==> config.mk <==
export PLATFORM = sky130hd
export DESIGN_NAME = i2s_rx_multi
export DESIGN_NICKNAME = d
export VERILOG_FILES = /design/src/rtl/i2s_rx_multi.sv
export SDC_FILE = /design/constraint.sdc
export NUM_CORES = 1
export LEC_CHECK = 0
export CAP_MARGIN = 20
export CORE_MARGIN = 2
export CORE_UTILIZATION = 48
export DETAILED_ROUTE_END_ITERATION = 10
export HOLD_SLACK_MARGIN = 0.15
export PLACE_DENSITY = 0.86
export SYNTH_ARGS = -nofsm -noshare
export SYNTH_HDL_FRONTEND = slang
export SYNTH_SLANG_ARGS = --single-unit
==> constraint.sdc <==
create_clock -name clock_in -period 8.85 [get_ports clock_in]
set_input_delay 2.655 -clock clock_in [delete_from_list [all_inputs] [get_ports clock_in]]
set_output_delay 2.655 -clock clock_in [all_outputs]
set_load 0.005 [all_outputs]
==> src/rtl/i2s_rx_multi.sv <==
`default_nettype none
// ============================================================================
// Module   : i2s_rx_multi
// Summary  : Multi-line I2S microphone receiver. Generates BCLK/LRCLK and
//            delivers whole frames from NUM_LINES mics over valid/ready.
//            Optional macro I2S_RX_FRAME_CNT_EN adds a 16-bit loaded-frame count.
// Revision : 1.0  initial release
// ============================================================================
module i2s_rx_multi #(
  parameter int NUM_LINES        = 2,
  parameter int SAMPLE_WIDTH     = 24,
  parameter int BCLK_HALF_PERIOD = 12,
  parameter int MONO_MODE        = 0
) (
  input  logic                              clock_in,
  input  logic                              reset_in,
  output logic                              i2s_bclk_out,
  output logic                              i2s_lrclk_out,
  input  logic [NUM_LINES-1:0]              i2s_data_in,
  output logic [NUM_LINES*SAMPLE_WIDTH-1:0] left_sample_out,
  output logic [NUM_LINES*SAMPLE_WIDTH-1:0] right_sample_out,
  output logic                              sample_valid_out,
  input  logic                              sample_ready_in,
  output logic                              overflow_out
`ifdef I2S_RX_FRAME_CNT_EN
  ,
  output logic [15:0]                       frame_count_out
`endif
);

  localparam int                c_DIV_W    = $clog2(BCLK_HALF_PERIOD);
  localparam logic [c_DIV_W-1:0] c_DIV_LAST = c_DIV_W'(BCLK_HALF_PERIOD - 1);
  localparam int                c_OUT_W    = NUM_LINES * SAMPLE_WIDTH;

  logic [c_DIV_W-1:0]   r_div_cnt;
  logic                 r_bclk;
  logic                 r_lrclk;
  logic [5:0]           r_bit_cnt;
  logic                 r_frame_done;
  logic [NUM_LINES-1:0] r_sync1;
  logic [NUM_LINES-1:0] r_sync2;
  logic [c_OUT_W-1:0]   r_left;
  logic [c_OUT_W-1:0]   r_right;
  logic                 r_valid;
  logic                 r_overflow;

  logic                 w_div_tc;
  logic                 w_rise;
  logic                 w_fall;
  logic [5:0]           w_bit_nxt;
  logic [4:0]           w_slot;
  logic                 w_cap;
  logic                 w_cap_l;
  logic                 w_cap_r;
  logic                 w_load;
  logic [c_OUT_W-1:0]   w_frame_l;
  logic [c_OUT_W-1:0]   w_frame_r;

  assign w_div_tc  = (r_div_cnt == c_DIV_LAST);
  assign w_rise    = w_div_tc & ~r_bclk;
  assign w_fall    = w_div_tc & r_bclk;
  assign w_bit_nxt = r_bit_cnt + 6'd1;

  always_ff @(posedge clock_in or posedge reset_in) begin
    if (reset_in) begin
      r_div_cnt <= '0;
      r_bclk    <= 1'b0;
    end else if (w_div_tc) begin
      r_div_cnt <= '0;
      r_bclk    <= ~r_bclk;
    end else begin
      r_div_cnt <= r_div_cnt + 1'b1;
    end
  end

  // LRCLK follows the bit counter so it always changes on a BCLK fall.
  always_ff @(posedge clock_in or posedge reset_in) begin
    if (reset_in) begin
      r_bit_cnt    <= '0;
      r_lrclk      <= 1'b0;
      r_frame_done <= 1'b0;
    end else begin
      r_frame_done <= w_fall && (r_bit_cnt == 6'd63);
      if (w_fall) begin
        r_bit_cnt <= w_bit_nxt;
        r_lrclk   <= w_bit_nxt[5];
      end
    end
  end

  always_ff @(posedge clock_in or posedge reset_in) begin
    if (reset_in) begin
      r_sync1 <= '0;
      r_sync2 <= '0;
    end else begin
      r_sync1 <= i2s_data_in;
      r_sync2 <= r_sync1;
    end
  end

  // Slot bit 0 is the I2S one-bit delay; bits past the sample width are padding.
  assign w_slot  = r_bit_cnt[4:0];
  assign w_cap   = w_rise && (w_slot != 5'd0) && (int'(w_slot) <= SAMPLE_WIDTH);
  assign w_cap_l = w_cap & ~r_bit_cnt[5];
  assign w_cap_r = w_cap & r_bit_cnt[5] & (MONO_MODE == 0);

  generate
    for (genvar gi = 0; gi < NUM_LINES; gi++) begin : g_line
      logic [SAMPLE_WIDTH-1:0] r_sh_l;
      logic [SAMPLE_WIDTH-1:0] r_sh_r;

      always_ff @(posedge clock_in or posedge reset_in) begin
        if (reset_in) begin
          r_sh_l <= '0;
          r_sh_r <= '0;
        end else begin
          if (w_cap_l) r_sh_l <= {r_sh_l[SAMPLE_WIDTH-2:0], r_sync2[gi]};
          if (w_cap_r) r_sh_r <= {r_sh_r[SAMPLE_WIDTH-2:0], r_sync2[gi]};
        end
      end

      assign w_frame_l[gi*SAMPLE_WIDTH +: SAMPLE_WIDTH] = r_sh_l;
      assign w_frame_r[gi*SAMPLE_WIDTH +: SAMPLE_WIDTH] = r_sh_r;
    end
  endgenerate

  // A completed frame loads only if the output slot is empty or being drained now.
  assign w_load = r_frame_done & (~r_valid | sample_ready_in);

  always_ff @(posedge clock_in or posedge reset_in) begin
    if (reset_in) begin
      r_left     <= '0;
      r_right    <= '0;
      r_valid    <= 1'b0;
      r_overflow <= 1'b0;
    end else if (w_load) begin
      r_left  <= w_frame_l;
      r_right <= w_frame_r;
      r_valid <= 1'b1;
    end else if (r_frame_done) begin
      r_overflow <= 1'b1;
    end else if (r_valid && sample_ready_in) begin
      r_valid <= 1'b0;
    end
  end

`ifdef I2S_RX_FRAME_CNT_EN
  logic [15:0] r_frame_cnt;

  always_ff @(posedge clock_in or posedge reset_in) begin
    if (reset_in) begin
      r_frame_cnt <= '0;
    end else if (w_load) begin
      r_frame_cnt <= r_frame_cnt + 16'd1;
    end
  end

  assign frame_count_out = r_frame_cnt;
`endif

  assign i2s_bclk_out     = r_bclk;
  assign i2s_lrclk_out    = r_lrclk;
  assign left_sample_out  = r_left;
  assign right_sample_out = r_right;
  assign sample_valid_out = r_valid;
  assign overflow_out     = r_overflow;

endmodule
`default_nettype wire

== After elaboration in Yosys (flattened, before gate mapping) ==
Index checks and enable logic that the tools add are counted.

* Flip-flop bits (word level): 211
* Bits in latches: 0
* RAM bits: 0
* Memory bits (read-only): 0
* Output and inout bits: 100
* Memories: 0

* $add $sub $neg: 2
* $mul: 0
* Div/mod/pow operators: 0
* $lt $le $gt $ge: 1
* Equal/unequal tests: 3
* Shifts and indexed selects: 0
* Multiplexer cells: 4
* Bitwise logic cells: 10
* Reduce and logical (&&, ||, !) cells: 8

{| class="wikitable"
|+ Operators by type and width
! kind !! number
|-
| 6-bit by 1-bit adder with 6-bit output (second input constant) || 1
|-
| 6-bit == test (second input constant) || 1
|-
| 1-bit AND || 5
|-
| 5-bit less-or-equal comparator (second input constant) || 1
|-
| 5-bit nonzero test || 1
|-
| 4-bit by 1-bit adder with 4-bit output (second input constant) || 1
|-
| 4-bit == test (second input constant) || 1
|-
| 1-bit logical AND || 4
|-
| 4-bit 2-to-1 mux || 1
|-
| 1-bit inverter || 4
|-
| 2-bit AND reduction || 2
|-
| 1-bit 2-to-1 mux || 3
|-
| 2-bit by 1-bit != test with 1-bit output (second input constant) || 1
|-
| 2-bit nonzero test || 1
|-
| 1-bit OR || 1
|}

== Longest topological paths before layout ==
Gate-level depths: netlist of run 1.

* Word-level depth: 5
* Mapped depth: 7
* Mapped depth without buffers: 5

== Worst setup path before layout of run 1 ==
Ideal clock, no wire load.

* Path kind: in2reg
* From: input sample_ready_in
* To: register r_left[0], in the netlist left_sample_out[0]
* Library setup time: 0.125 ns
* Arrival: 3.850 ns
* Required time: 8.725 ns
* Slack: 4.876 ns
* Stages: 5
* Buffers on the path: 2
* Path through: nand2b_1 -> nand2_1 -> buf_1 -> buf_2 -> mux2_2

* Longest elaborated chain between the ends: 2

{| class="wikitable"
|+ Ends and longest elaborated chain
! what !! RTL line !! RTL
|-
| from (decl) || 23 || <nowiki>input logic sample_ready_in,</nowiki>
|-
| 1-bit OR || 128 || <nowiki>assign w_load = r_frame_done & (~r_valid | sample_ready_in);</nowiki>
|-
| 1-bit AND || 128 ||
|-
| to (signal assigned) || 137 || <nowiki>r_left <= w_frame_l;</nowiki>
|-
| to (decl) || 42 || <nowiki>logic [c_OUT_W-1:0] r_left;</nowiki>
|}

No other way between the ends.
A chain may end at the register's enable or synchronous reset.

== Worst setup path after layout of run 1 ==
* From: input sample_ready_in
* To: register r_left[5], in the netlist left_sample_out[5]

Same word-level chain as after synthesis.

==> impl_metrics.json, run 1 <==
{
  "rows": 47,
  "grt_start_max_net_pins": 127,
  "tightest_slew_ns": 0.8351,
  "grt_pass1_wl_mm": 22.95,
  "seqPwrFrac": 0.506,
  "post_drt_via_cell_ratio": 5.042,
  "n_antenna_cell": 0,
  "min-delay-start": "r_sync1[1]$_DFF_PP0_",
  "nFillCells": 1232,
  "cts_buffers": 23,
  "numClockSinks": 210,
  "period_share": 0.5105,
  "post-dp-hpwl_mm": 8.563,
  "drc": 0,
  "clockBufferDepth": 3,
  "ios": 105,
  "synth_cell_types": 30,
  "ys.flop_type": "dfrtp_1",
  "synth-edff-count": 0,
  "wl_per_cell_um": 16.83,
  "status": "finished clean",
  "holdPathStages": 0,
  "die_area_um2": 17580,
  "synth_seq_area_share": 0.6621,
  "met2_length_mm": 6.869,
  "yosysWarningCount": 0,
  "arrival_ns": 4.89,
  "sw_frac_of_total": 0.2009,
  "netlist_instances": 466,
  "grt_pass1_vias": 4461,
  "yosysTopAreaCellShare": 0.6621,
  "p_sw_uw": 382.4,
  "drv_cap": 0,
  "holdPathEnd": "r_sync2[1]$_DFF_PP0_",
  "synth_most_common_cell": "dfrtp_1",
  "clock_power_share": 0.483,
  "setup_viol": 0,
  "insertion_delay_ns": 0.50,
  "syn_to_final_growth_pct": 25.24,
  "start_kind": "primary input",
  "cts_tree": "yes",
  "avgSynthCellArea_um2": 17.03,
  "die_w_um": 132.6,
  "async_flop_share": 1.000,
  "drt_iter0_markers": 155,
  "utilization": 0.6080,
  "powerDensity_nw_per_um2": 191.5,
  "holdCritPathClass": "reg2reg",
  "overflow": 0,
  "cts_setup_buffers": 0,
  "drive_gt1_frac": 0.4047,
  "internal_power_uw": 1521,
  "initial_utilization": 0.4855,
  "r2r_cells": 6,
  "port_buffers": 104,
  "hold_buffers": 0,
  "vias": 4099,
  "clkTransAtPathRegs_ns": 0.06,
  "maxSlewHeadroom": 0.4433,
  "antenna_found_initial": 0,
  "synth_common_cells": "dfrtp_1, mux2_2, mux2_4",
  "leakage_uw": 0.004902,
  "core_um2": 16350,
  "post-route-min-period_ns": 4.518,
  "critPathCaptureType": "flop",
  "netlist_top_cells_area": "dfrtp_1, mux2_2, mux2_4",
  "crit_type": "in2reg",
  "die_h_um": 132.6,
  "h-tree-depth": 1,
  "rsz0062_at_grt": "false",
  "irDropWorstVdd_v": 0.0001380,
  "grt_usage": 0.1592,
  "wirelength_met1_mm": 5.792,
  "gp_congestion": 0.7257,
  "highest_layer": "met4",
  "ant_nets": 0,
  "synth_fp_nets": 474,
  "r2r_end": "g_line[1].r_sh_r[14]$_DFFE_PP0P_",
  "timing.hold.ws_ns": 0.3507,
  "route.met3.wl_um": 775,
  "final.setup.tns_ns": 0,
  "post-synth-top-area-cell": "dfrtp_1",
  "r2r_setup_slack_ns": 6.46,
  "first_pass_iters": 4,
  "reg2reg_from": "r_bit_cnt[1]$_DFFE_PP0P_",
  "cts_resized": 0,
  "fin_nets": 587,
  "hold_viol_final": 0,
  "synth_seq_cells": 210,
  "max_freq_ghz": 0.2213,
  "comb_power_share": 0.012,
  "crit_fanout": 53,
  "cp.required_ns": 9.22,
  "report.final.slew_viol_count": 0,
  "place_ws_ns": 3.839,
  "synth_area_um2": 7936,
  "crit_start": "sample_ready_in",
  "setup_ws_ns": 4.332,
  "drt_wl_total_mm": 13.68,
  "root_buffer": "clkbuf_16",
  "worst_clock_skew_ns": 0.01800
}
==> placed cells by master, fill, tap and decap left out, types with 2 or more instances in the layout <==
cell type        synthesis  layout
clkbuf_8                 0       6
dfrtp_1                210     210
clkbuf_1                 1       3
mux2_4                  20      20
nor2b_1                  2       2
ha_1                     3       3
nor3_1                   2       2
nor2_1                   3       3
inv_8                    0       2
inv_1                    5       4
buf_4                    1       4
clkinv_2                 0       4
clkbuf_16                0      23
nand2_1                  7       6
clkdlybuf4s50_1          0     104
mux2_2                 173     173
xnor2_1                  6       6
==> per-layer routing <==
metal / track usage / vias to the layer above
li1: - / 1872
met1: 0.2051 / 2115
met2: 0.2714 / 87
met3: 0.03908 / 25
met4: 0.04182 / 0
met5: 0 / -
==> cells by family (layout without fill, tap and decap cells) <==
logic type / Yosys count / in the layout / share of synthesized area
adders and majority gates: 3 / 3 / 0.004730
xor gates and xnor gates: 7 / 7 / 0.007725
buffers and inverters: 26 / 153 / 0.01971
muxes: 193 / 193 / 0.2833
and+or+nand+nor: 22 / 22 / 0.01640
AOI/OAI and AO/OA: 5 / 5 / 0.005990
DFF: 210 / 210 / 0.6621
==> power by group through the flow <==
stage / Clock (uW) / Combinational [uW] / Sequential, uW
finish: 919 / 21.9 / 963
global route: 993 / 26.3 / 962
CTS: 943 / 22.1 / 963
detailed placement: 0 / 21.9 / 980
global placement: 0 / 20.8 / 980
floorplan: 0 / 14.5 / 980
==> critical path, cell delays in order <==
cell	delay, ns
clkdlybuf4s50_1	0.39
nand2b_1	0.20
nand2_4	0.47
buf_4	0.67
mux2_2	0.42
==> sequential cells by signal, indices dropped and copies added, names as in the netlist <==
name,flops
left_sample_out,48
r_sync2,2
r_frame_done,1
g_line.r_sh_r,48
overflow_out,1
i2s_lrclk_out,1
i2s_bclk_out,1
r_sync1,2
r_div_cnt,4
sample_valid_out,1
right_sample_out,48
g_line.r_sh_l,48
r_bit_cnt,5
==> worst max-delay path by stage <==
stage	end	slack [ns]
global route	left_sample_out[10]$_DFFE_PP0P_	4.22
floorplan	g_line[0].r_sh_l[0]$_DFFE_PP0P_	0.46
finish	left_sample_out[5]$_DFFE_PP0P_	4.33
CTS	right_sample_out[35]$_DFFE_PP0P_	4.35
global placement	right_sample_out[28]$_DFFE_PP0P_	3.92
detailed placement	left_sample_out[9]$_DFFE_PP0P_	3.84
==> stage by stage <==
step,total power [uW],cells,instance area [um2]
floorplan,994.4,466,7936
global placement,1001,773,9173
detailed placement,1002,773,9173
CTS,1928,812,9912
global route,1982,813,9940
finish,1904,813,9940
==> final cells by class <==
type	count	area [um2]	share of cell area
flip-flops and latches	210	5255	0.5287
multi-input cells	230	2545	0.2560
repair buffers	109	1099	0.1105
clock buffers	32	669.4	0.06735
well taps	220	275.3	0.02769
clock inverters	7	70.07	0.007049
inverters	5	26.28	0.002644
No activity file was read; power rests on OpenSTA's default activity.
==> run 2: changes to the inputs <==
--- a/config.mk
+++ b/config.mk
@@ -10,7 +10,7 @@
 export CORE_UTILIZATION = 48
 export DETAILED_ROUTE_END_ITERATION = 10
 export HOLD_SLACK_MARGIN = 0.15
-export PLACE_DENSITY = 0.86
+export PLACE_DENSITY = 0.83
 export SYNTH_ARGS = -nofsm -noshare
 export SYNTH_HDL_FRONTEND = slang
 export SYNTH_SLANG_ARGS = --single-unit
==> constraint.sdc (replaced) <==
create_clock -name clock_in -period 4.3 [get_ports clock_in]
set_input_delay 1.29 -clock clock_in [delete_from_list [all_inputs] [get_ports clock_in]]
set_output_delay 1.29 -clock clock_in [all_outputs]
set_load 0.005 [all_outputs]
==> run 2 against run 1 <==
  * Global-route usage is 0.24 points higher
  * Setup slack worse by 2.8 ns
  * Sequential share of layout area hardly changed
  * Clock power is 100% higher
  * Critical path type is now reg2out
  * Power is 100% higher
  * Highest routed layer unchanged
  * Via count is 0.29% higher
  * Non-clock buffer count is 3 higher
  * Largest cell class unchanged
  * Sequential power is 110% higher
==> impl_metrics.json, run 2 (same netlist as run 1, synthesis figures left out) <==
{
  "root_buffer": "clkbuf_16",
  "worst_clock_skew_ns": 0.01468,
  "syn_to_final_growth_pct": 25.13,
  "report.final.slew_viol_count": 0,
  "port_buffers": 104,
  "max_freq_ghz": 0.3558,
  "r2r_end": "g_line[0].r_sh_l[14]$_DFFE_PP0P_",
  "leakage_uw": 0.004888,
  "holdPathEnd": "r_sync2[1]$_DFF_PP0_",
  "nFillCells": 1227,
  "timing.hold.ws_ns": 0.3668,
  "ant_nets": 0,
  "crit_buf_inv": 1,
  "cts_buffers": 22,
  "core_um2": 16350,
  "r2r_setup_slack_ns": 1.68,
  "hold_buffers": 0,
  "drt_wl_total_mm": 13.90,
  "drt_iter0_markers": 139,
  "grt_pass1_vias": 4440,
  "reg2reg_from": "r_bit_cnt[0]$_DFFE_PP0P_",
  "irDropWorstVdd_v": 0.0002343,
  "dpl-instance-area_um2": 9211,
  "placed_cells": 777,
  "die_w_um": 132.6,
  "final_cells": 815,
  "crit_type": "reg2out",
  "gp_congestion": 0.7331,
  "cts_setup_buffers": 0,
  "ios": 105,
  "cts_resized": 0,
  "period_share": 0.6535,
  "holdCritPathClass": "reg2reg",
  "n_antenna_cell": 0,
  "cp_cell_sequence": "clkdlybuf4s50_1",
  "hold_viol_final": 0,
  "drv_cap": 0,
  "cp.required_ns": 3.01,
  "r2r_cells": 6,
  "fin_nets": 589,
  "initial_utilization": 0.4855,
  "rsz0062_at_grt": "false",
  "design_area_um2": 9931,
  "die_h_um": 132.6,
  "overflow": 0,
  "antenna_found_initial": 0,
  "die_area_um2": 17580,
  "maxSlewHeadroom": 0.3612,
  "critPathCaptureType": "output port",
  "clockBufferDepth": 3,
  "drc": 0,
  "wl_per_cell_um": 17.06,
  "powerDensity_nw_per_um2": 390.1,
  "min-delay-start": "r_sync1[1]$_DFF_PP0_",
  "post_drt_via_cell_ratio": 5.044,
  "holdPathStages": 0,
  "crit_fanout": 4,
  "cts_tree": "yes",
  "numClockSinks": 210,
  "grt_pass1_wl_mm": 23.23,
  "h-tree-depth": 1,
  "cpPeakStageDelay_ns": 0.57,
  "cpMaxStageDelayCell": "clkdlybuf4s50_1",
  "final_common_cell": "dfrtp_1",
  "setup_viol": 0,
  "vias": 4111,
  "final.setup.tns_ns": 0,
  "final_cell_mix": "dfrtp_1, mux2_2, clkdlybuf4s50_1, clkbuf_16, mux2_4",
  "utilization": 0.6075,
  "insertion_delay_ns": 0.49,
  "drive_gt1_frac": 0.4050,
  "start_kind": "flop",
  "cpLargestDelayFamily": "buffers and inverters",
  "grt_start_max_net_pins": 79,
  "clkTransAtPathRegs_ns": 0.06,
  "post-dp-hpwl_mm": 8.974,
  "grt_usage": 0.1615,
  "rows": 47,
  "tightest_slew_ns": 0.9583,
  "post-route-min-period_ns": 2.810,
  "status": "finished clean",
  "arrival_ns": 1.52,
  "first_pass_iters": 4
}
[run 2: final cells by class]
| type | count | area, um2 | area share |
|---|---|---|---|
| flip-flops and latches | 210 | 5255 | 0.5292 |
| clock inverters | 6 | 60.06 | 0.006048 |
| inverters | 5 | 22.52 | 0.002268 |
| repair buffers | 112 | 1114 | 0.1121 |
| multi-input cells | 230 | 2545 | 0.2563 |
| well taps | 220 | 275.3 | 0.02772 |
| clock buffers | 32 | 659.4 | 0.06640 |
[run 2: how the worst max path moves through the flow]
stage,start,end,cells after the start
3_3_place_gp,sample_ready_in,right_sample_out[19]$_DFFE_PP0P_,5
6_report,i2s_lrclk_out$_DFFE_PP0P_,i2s_lrclk_out,1
2_1_floorplan,reset_in,g_line[0].r_sh_l[0]$_DFFE_PP0P_,1
5_1_grt,i2s_lrclk_out$_DFFE_PP0P_,i2s_lrclk_out,1
4_1_cts,i2s_lrclk_out$_DFFE_PP0P_,i2s_lrclk_out,1
3_5_place_dp,sample_ready_in,right_sample_out[11]$_DFFE_PP0P_,5
[run 2: per-stage QoR]
step / total power (uW) / setup slack, ns
after floorplan: 2047 / 0.2818
after global placement: 2061 / 1.219
after detailed placement: 2063 / 1.145
after CTS: 3930 / 1.466
after global routing: 4021 / 1.451
final: 3874 / 1.490
[run 2: routing by layer]
layer | track usage | wire length (um)
met1 | 0.2157 | 5981
met2 | 0.2703 | 7061
met3 | 0.03487 | 659
met4 | 0.04361 | 199
met5 | 0 | 0
[run 2: where the power goes]
part           total (uW)  switching, uW  internal [uW]  leakage [uW]
Combinational        43.4           37.2           6.21       0.00163
Sequential           1980           1.65           1980       0.00291
Clock                1850            730           1120      0.000350
Total                3870            768           3110       0.00489
==> run 3: changes to the inputs <==
==> constraint.sdc (replaced) <==
create_clock -name clock_in -period 2.9 [get_ports clock_in]
set_input_delay 0.87 -clock clock_in [delete_from_list [all_inputs] [get_ports clock_in]]
set_output_delay 0.87 -clock clock_in [all_outputs]
set_load 0.005 [all_outputs]
==> run 3 against run 2 <==
  * Die area unchanged
  * Clock-buffer cell count unchanged
  * Via count is 0.75% lower
  * Sequential cell count stayed put
  * Critical path type unchanged
  * Critical endpoint is now i2s_bclk_out
  * Largest power group unchanged
==> impl_metrics.json, run 3 (same netlist as run 1, synthesis figures left out) <==
{
  "status": "finished clean",
  "leakage_uw": 0.004919,
  "numClockSinks": 210,
  "root_buffer": "clkbuf_16",
  "place_ws_ns": 0.4244,
  "crit_fanout": 5,
  "irDropWorstVdd_v": 0.0003960,
  "clockBufferDepth": 3,
  "ff_latch_area_um2": 5255,
  "grt_pass1_wl_mm": 23.09,
  "rsz0062_at_grt": "false",
  "grt_pass1_vias": 4487,
  "cts_buffers": 22,
  "nFillCells": 1232,
  "ios": 105,
  "cpLargestDelayFamily": "buffers and inverters",
  "vias": 4080,
  "die_h_um": 132.6,
  "hold_buffers": 0,
  "period_share": 0.8036,
  "timing.hold.ws_ns": 0.3506,
  "grt_start_max_net_pins": 90,
  "insertion_delay_ns": 0.49,
  "drc": 0,
  "holdCritPathClass": "reg2reg",
  "cts_setup_buffers": 0,
  "drt_iter0_markers": 167,
  "tightest_slew_ns": 0.4755,
  "core_um2": 16350,
  "drt_wl_total_mm": 13.70,
  "worst_clock_skew_ns": 0.007476,
  "setup_ws_ns": 0.5696,
  "clkTransAtPathRegs_ns": 0.06,
  "hold_viol_final": 0,
  "cp_cell_sequence": "clkdlybuf4s50_1",
  "gp_congestion": 0.7216,
  "h-tree-depth": 1,
  "critPathCaptureType": "output port",
  "report.final.slew_viol_count": 0,
  "max_freq_ghz": 0.4291,
  "n_antenna_cell": 0,
  "setup_viol": 0,
  "first_pass_iters": 4,
  "final_common_cell": "dfrtp_1",
  "crit_type": "reg2out",
  "drv_cap": 0,
  "antenna_found_initial": 0,
  "wl_per_cell_um": 16.79,
  "post-route-min-period_ns": 2.330,
  "arrival_ns": 1.46,
  "port_buffers": 104,
  "post-dp-hpwl_mm": 8.764,
  "post_drt_via_cell_ratio": 5.000,
  "cp.required_ns": 2.03,
  "start_kind": "flop",
  "multi_input_area_um2": 2545,
  "cts_resized": 0,
  "drive_gt1_frac": 0.4060,
  "ant_nets": 0,
  "cpMaxStageDelayCell": "clkdlybuf4s50_1",
  "final_cell_mix": "dfrtp_1, mux2_2, clkdlybuf4s50_1, clkbuf_16, mux2_4",
  "die_area_um2": 17580,
  "crit_buf_inv": 1,
  "cpPeakStageDelay_ns": 0.53,
  "overflow": 0,
  "initial_utilization": 0.4855,
  "syn_to_final_growth_pct": 25.95,
  "grt_usage": 0.1610,
  "powerDensity_nw_per_um2": 566.7,
  "rows": 47,
  "die_w_um": 132.6,
  "fin_nets": 589,
  "maxSlewHeadroom": 0.6830,
  "cts_tree": "yes"
}
run 3: metrics by stage:
stage | setup TNS [ns] | cells | power, uW | cell area, um2 | utilization
after detailed placement | 0 | 777 | 3067 | 9299 | 0.5688
after CTS | 0 | 816 | 5757 | 9996 | 0.6114
after floorplan | -146.62 | 466 | 3035 | 7940 | -
after global routing | 0 | 816 | 5876 | 9996 | 0.6114
after global placement | 0 | 777 | 3063 | 9299 | 0.5688
final | 0 | 816 | 5664 | 9996 | 0.6114
run 3: routing by layer:
metal / vias to the layer above / GRT usage / wire length (um)
met3: 23 / 0.03448 / 635
met5: - / 0 / 0
met1: 2100 / 0.2027 / 5898
li1: 1875 / - / -
met2: 82 / 0.2801 / 6855
met4: 0 / 0.05018 / 312
run 3: power by group:
part	switching (uW)	total, uW	internal, uW	leakage, uW
Combinational	56.1	71.0	14.9	0.00166
Clock	1080	2660	1570	0.000348
Sequential	2.41	2940	2930	0.00291
run 3: final cells by class:
cell class	count	share of cell area
inverters	5	0.002253
clock buffers	32	0.06597
multi-input cells	230	0.2546
repair buffers	112	0.1202
clock inverters	7	0.003755
well taps	220	0.02754
flip-flops and latches	210	0.5257
run 3: final timing paths:
kind                            cells past startpoint                     start  slack, ns                               end
worst max-delay path                                1  i2s_bclk_out$_DFFE_PP0N_       0.57                      i2s_bclk_out
max in group asynchronous                           3                  reset_in       1.52  g_line[1].r_sh_r[11]$_DFFE_PP0P_
worst min register to register                      0      r_sync1[1]$_DFF_PP0_       0.35              r_sync2[1]$_DFF_PP0_
worst min-delay path                                0      r_sync1[1]$_DFF_PP0_       0.35              r_sync2[1]$_DFF_PP0_
worst max register to register                      6  r_bit_cnt[0]$_DFFE_PP0P_       0.66  g_line[0].r_sh_l[20]$_DFFE_PP0P_
min in group asynchronous                           2                  reset_in       0.67          overflow_out$_DFFE_PP0P_
